===== src/rtl/t04_seq_alu.sv =====
// Sequential ALU: single-cycle arithmetic/logic/branch ops plus bit-serial shifts
// (one bit per cycle), with registered result, branch flag and error flag.
module t04_seq_alu #(
    parameter int unsigned WIDTH = 32
) (
    input  logic             clk,
    input  logic             nRst,
    input  logic             start,
    input  logic [3:0]       op,
    input  logic             ctrl_err,
    input  logic [WIDTH-1:0] a,
    input  logic [WIDTH-1:0] b,
    output logic [WIDTH-1:0] result,
    output logic             branch_taken,
    output logic             busy,
    output logic             done,
    output logic             err
);

    localparam int unsigned SHW = $clog2(WIDTH);

    typedef enum logic [1:0] {
        IDLE,
        SHIFT,
        DONE
    } state_e;

    typedef enum logic [3:0] {
        OP_ADD  = 4'd0,
        OP_SUB  = 4'd1,
        OP_SLL  = 4'd2,
        OP_SLT  = 4'd3,
        OP_SLTU = 4'd4,
        OP_XOR  = 4'd5,
        OP_SRL  = 4'd6,
        OP_SRA  = 4'd7,
        OP_OR   = 4'd8,
        OP_AND  = 4'd9,
        OP_BEQ  = 4'd10,
        OP_BNE  = 4'd11,
        OP_BLT  = 4'd12,
        OP_BGE  = 4'd13,
        OP_BLTU = 4'd14,
        OP_BGEU = 4'd15
    } op_e;

    state_e           state_q, state_d;
    op_e              shop_q, shop_d;
    logic [WIDTH-1:0] shreg_q, shreg_d;
    logic [SHW-1:0]   cnt_q, cnt_d;
    logic [WIDTH-1:0] result_q, result_d;
    logic             taken_q, taken_d;
    logic             err_q, err_d;

    op_e              op_in;
    logic [SHW-1:0]   shamt;
    logic             is_shift;
    logic [WIDTH-1:0] alu_res;
    logic             alu_taken;
    logic [WIDTH-1:0] shift_step;

    assign op_in    = op_e'(op);
    assign shamt    = b[SHW-1:0];
    assign is_shift = (op_in == OP_SLL) || (op_in == OP_SRL) || (op_in == OP_SRA);

    // Single-cycle datapath; shift ops with a zero amount pass a through.
    always_comb begin
        alu_res   = '0;
        alu_taken = 1'b0;
        case (op_in)
            OP_ADD:  alu_res = a + b;
            OP_SUB:  alu_res = a - b;
            OP_SLT:  alu_res[0] = ($signed(a) < $signed(b));
            OP_SLTU: alu_res[0] = (a < b);
            OP_XOR:  alu_res = a ^ b;
            OP_OR:   alu_res = a | b;
            OP_AND:  alu_res = a & b;
            OP_SLL, OP_SRL, OP_SRA: alu_res = a;
            OP_BEQ:  alu_taken = (a == b);
            OP_BNE:  alu_taken = (a != b);
            OP_BLT:  alu_taken = ($signed(a) < $signed(b));
            OP_BGE:  alu_taken = ($signed(a) >= $signed(b));
            OP_BLTU: alu_taken = (a < b);
            OP_BGEU: alu_taken = (a >= b);
            default: begin
                alu_res   = '0;
                alu_taken = 1'b0;
            end
        endcase
    end

    // SRA keeps the captured sign bit in the MSB, so replicating it is stable.
    always_comb begin
        case (shop_q)
            OP_SLL:  shift_step = {shreg_q[WIDTH-2:0], 1'b0};
            OP_SRL:  shift_step = {1'b0, shreg_q[WIDTH-1:1]};
            OP_SRA:  shift_step = {shreg_q[WIDTH-1], shreg_q[WIDTH-1:1]};
            default: shift_step = shreg_q;
        endcase
    end

    always_comb begin
        state_d  = state_q;
        shop_d   = shop_q;
        shreg_d  = shreg_q;
        cnt_d    = cnt_q;
        result_d = result_q;
        taken_d  = taken_q;
        err_d    = err_q;
        case (state_q)
            IDLE: begin
                if (start) begin
                    if (ctrl_err) begin
                        result_d = '0;
                        taken_d  = 1'b0;
                        err_d    = 1'b1;
                        state_d  = DONE;
                    end else if (is_shift && (shamt != '0)) begin
                        shop_d  = op_in;
                        shreg_d = a;
                        cnt_d   = shamt;
                        state_d = SHIFT;
                    end else begin
                        result_d = alu_res;
                        taken_d  = alu_taken;
                        err_d    = 1'b0;
                        state_d  = DONE;
                    end
                end
            end
            SHIFT: begin
                shreg_d = shift_step;
                cnt_d   = cnt_q - SHW'(1);
                if (cnt_q == SHW'(1)) begin
                    result_d = shift_step;
                    taken_d  = 1'b0;
                    err_d    = 1'b0;
                    state_d  = DONE;
                end
            end
            DONE: begin
                state_d = IDLE;
            end
            default: begin
                state_d = IDLE;
            end
        endcase
    end

    always_ff @(posedge clk or negedge nRst) begin
        if (!nRst) begin
            state_q  <= IDLE;
            shop_q   <= OP_ADD;
            shreg_q  <= '0;
            cnt_q    <= '0;
            result_q <= '0;
            taken_q  <= 1'b0;
            err_q    <= 1'b0;
        end else begin
            state_q  <= state_d;
            shop_q   <= shop_d;
            shreg_q  <= shreg_d;
            cnt_q    <= cnt_d;
            result_q <= result_d;
            taken_q  <= taken_d;
            err_q    <= err_d;
        end
    end

    assign result       = result_q;
    assign branch_taken = taken_q;
    assign err          = err_q;
    assign done         = (state_q == DONE);
    assign busy         = (state_q != IDLE);

endmodule


===== config.mk =====
export PLATFORM = sky130hd
export DESIGN_NAME = t04_seq_alu
export DESIGN_NICKNAME = d
export VERILOG_FILES = /design/src/rtl/t04_seq_alu.sv
export SDC_FILE = /design/constraint.sdc
export NUM_CORES = 1
export LEC_CHECK = 0
export BUFFER_PORTS_ARGS = -buffer_cell sky130_fd_sc_hd__buf_2
export CORE_MARGIN = 2
export CORE_UTILIZATION = 25
export DETAILED_ROUTE_END_ITERATION = 10
export SYNTH_ARGS = -nofsm -noshare
export SYNTH_HDL_FRONTEND = slang
export SYNTH_SLANG_ARGS = --single-unit

===== constraint.sdc =====
create_clock -name clk -period 3.1 [get_ports clk]
set_input_delay 0.155 -clock clk [delete_from_list [all_inputs] [get_ports clk]]
set_output_delay 0.155 -clock clk [all_outputs]
set_load 0.02 [all_outputs]

==> impl_metrics.json <==
{
  "status": "finished, violations left",
  "violations": "negative hold slack",
  "fillCellCount": 3939,
  "first_global_vias": 10160,
  "hold_buffers": 0,
  "slew_headroom": 0.2964,
  "fin_ws_ps": 219.3,
  "critPathTopFamily": "compound AO/OA/AOI/OAI gates",
  "worst_slew_pin_slew_ps": 1055,
  "ys_seq_area_frac": 0.2078,
  "drt-initial-drc-count": 1259,
  "die_h_um": 196.6,
  "place_ws_ps": -109.0,
  "ys_ff_latch": 77,
  "hold_viol": 30,
  "cts_tree": "yes",
  "syn-cell-area_mm2": 0.009273,
  "globalplace.congestion": 0.9247,
  "cts_setup_buffers": 0,
  "htree_levels": 3,
  "avgSynthCellArea_um2": 7.394,
  "synthTopCellsByCount": "132 x nor2_1, 120 x a21oi_1, 103 x inv_1, 101 x ha_1, 99 x o21ai_0",
  "dieWidth_um": 196.6,
  "row_count": 70,
  "max_freq_mhz": 347.1,
  "grt_usage": 0.2014,
  "period_share": 0.9292,
  "start_kind": "input port",
  "drv_cap": 0,
  "grt_max_degree": 78,
  "hpwl_mm": 31.12,
  "synth_edf_count": 0,
  "critPathKind": "input port to register",
  "path_cells": "buf_2 > inv_1 > ha_1 > inv_1 > fa_1 > nor2b_1 > o311a_1 > o31a_1 > o21ai_2 > a311oi_1 > buf_4 > a221oi_1 > mux2i_1 > a221oi_1 > o21ai_1",
  "port_buffers": 107,
  "finalSetupViolCount": 0,
  "synth_top_area_share": 0.2078,
  "syn_nets": 1429,
  "vias_per_cell": 5.670,
  "reg2reg_slack_ps": 500,
  "coreArea_mm2": 0.03661,
  "p_leak_nw": 5.089,
  "post_cts_resized": 0,
  "worstSkewPairLatency_ps": 360,
  "slowest_stage": "fa_1",
  "antenna_found_initial": 4,
  "synth_area_leaders": "dfrtp_1 21%, ha_1 14%, a21oi_1 6.5%",
  "path_buf_inv": 4,
  "netlist_instances": 1254,
  "grt-ovfl-total": 0,
  "hold_class": "input port to async pin",
  "grt_pass1_wl_mm": 60.51,
  "root_buffer": "clkbuf_16",
  "r2r-end": "result[27]",
  "path_clk_slew_ps": 60,
  "cp-end-kind": "register",
  "synth_top_flop_cell": "dfrtp_1",
  "cp.required_ps": 3330,
  "drt-pass1-iter-count": 9,
  "start_util": 0.2533,
  "cts-buffers-inserted": 9,
  "synthToLayoutAreaGrowth_pct": 21.44,
  "layout_min_cycle_time_ps": 2881,
  "peakVddDrop_mv": 0.2895,
  "skew_ps": 7.211,
  "worst_ep_arrival_time_ps": 3110,
  "cpPeakStageDelay_ps": 380,
  "slew_violations": 0,
  "routedWlPerCell_um": 21.15,
  "die_area_mm2": 0.03865,
  "synth.most_common_cell": "nor2_1",
  "ant_nets": 0,
  "synth_top_area_cell": "dfrtp_1",
  "p_per_area_mw_per_mm2": 483.2,
  "route.vias.total": 10650,
  "max-clock-path-buffers": 2,
  "r2r_cells": 10,
  "fin_nets": 1578,
  "worst_hold_slack_ps": -29.79,
  "reg2reg_from": "cnt_q[1]",
  "worstPathMaxFanout": 3,
  "synth_cell_types": 82,
  "layout-drive-gt1-share": 0.1911,
  "io_pins": 108,
  "drc": 0,
  "grt_setup_unrepaired": "no",
  "totalWireLength_mm": 39.74,
  "yosys_warnings": 0,
  "async_flop_share": 1.000,
  "cts.sinks": 77
}
stage by stage:
stage | cells | utilization | area, um2 | TNS (ps) | power (mW)
global placement | 1860 | 0.2996 | 10970 | -34.79 | 4.281
global route | 1879 | 0.3076 | 11260 | 0 | 5.766
finish | 1879 | 0.3076 | 11260 | 0 | 5.442
CTS | 1876 | 0.3074 | 11250 | 0 | 5.397
floorplan | 1254 | - | 9273 | 0 | 3.312
detailed placement | 1860 | 0.2996 | 10970 | -227.2 | 4.330
state kept, by name, summed over array words and instances (netlist names):
register,flops
result,32
shop_q,4
err,1
shreg_q,32
state_q,2
branch_taken,1
cnt_q,5
layout make-up:
class,instances,area [um2],area share
Multi-Input combinational cell,981,6615,0.5874
Sequential cell,77,1927,0.1711
Timing Repair Buffer,227,1439,0.1278
Tap cell,468,585.6,0.05200
Inverter,107,401.6,0.03567
Clock buffer,10,239.0,0.02122
Clock inverter,6,46.29,0.004111
Antenna cell,3,7.507,0.0006667
kinds of logic (layout without fill, tap and decap cells):
group | count (synthesis) | after routing | synth area share
simple gates | 363 | 363 | 0.1841
buf+inv | 196 | 350 | 0.08123
flops | 77 | 77 | 0.2078
xor+xnor | 16 | 16 | 0.01511
mux | 12 | 12 | 0.01309
fa+ha+maj | 103 | 103 | 0.1406
other cells | 0 | 3 | 0
compound gates | 487 | 487 | 0.3581
power breakdown:
group	internal [mW]	switching [mW]
clock	0.571	0.491
combinational	1.05	1.59
sequential	1.34	0.396
cell usage in the layout (no fill, tap or decap), types with 5 or more instances in the layout:
master | synthesis | final
nor2_1 | 132 | 131
buf_4 | 0 | 121
a21oi_1 | 120 | 120
buf_2 | 8 | 106
inv_1 | 103 | 103
ha_1 | 101 | 101
o21ai_0 | 99 | 99
nand2_1 | 87 | 87
dfrtp_1 | 77 | 77
nor3_1 | 35 | 33
a222oi_1 | 30 | 30
o21bai_1 | 26 | 26
a221oi_1 | 26 | 26
nand3_1 | 21 | 21
o31ai_1 | 18 | 18
nand2b_1 | 17 | 16
a22oi_1 | 16 | 16
o21ai_1 | 15 | 15
xnor2_1 | 14 | 14
a31oi_1 | 13 | 13
o211ai_1 | 12 | 12
a211oi_1 | 11 | 11
o221ai_1 | 11 | 11
mux2i_1 | 11 | 11
nor2b_1 | 11 | 10
nor4_1 | 10 | 10
a21o_1 | 9 | 9
clkbuf_16 | 0 | 9
nand4_1 | 8 | 8
a311oi_1 | 7 | 7
a221o_1 | 7 | 7
and2_1 | 6 | 6
o311ai_0 | 6 | 6
o31a_1 | 6 | 6
or2_2 | 5 | 5
nand3b_1 | 5 | 5
and4_1 | 5 | 5
worst max-delay path by stage:
stage / start / to / slack [ps] / depth (start not counted)
2_1_floorplan: a[10] / result[26] / 360 / 12
3_3_place_gp: a[8] / result[26] / -30 / 13
3_5_place_dp: a[0] / result[26] / -110 / 15
4_1_cts: a[0] / result[26] / 240 / 15
5_1_grt: a[0] / result[26] / 70 / 15
6_report: a[0] / result[26] / 220 / 15
per-layer routing:
metal / up-vias / track usage / routed length [um]
met4: 0 / 0.06349 / 946
li1: 4939 / - / -
met3: 57 / 0.03303 / 2912
met1: 5144 / 0.2799 / 18140
met5: - / 0 / 0
met2: 513 / 0.3190 / 17740
Power figures use the tool's default switching activity.
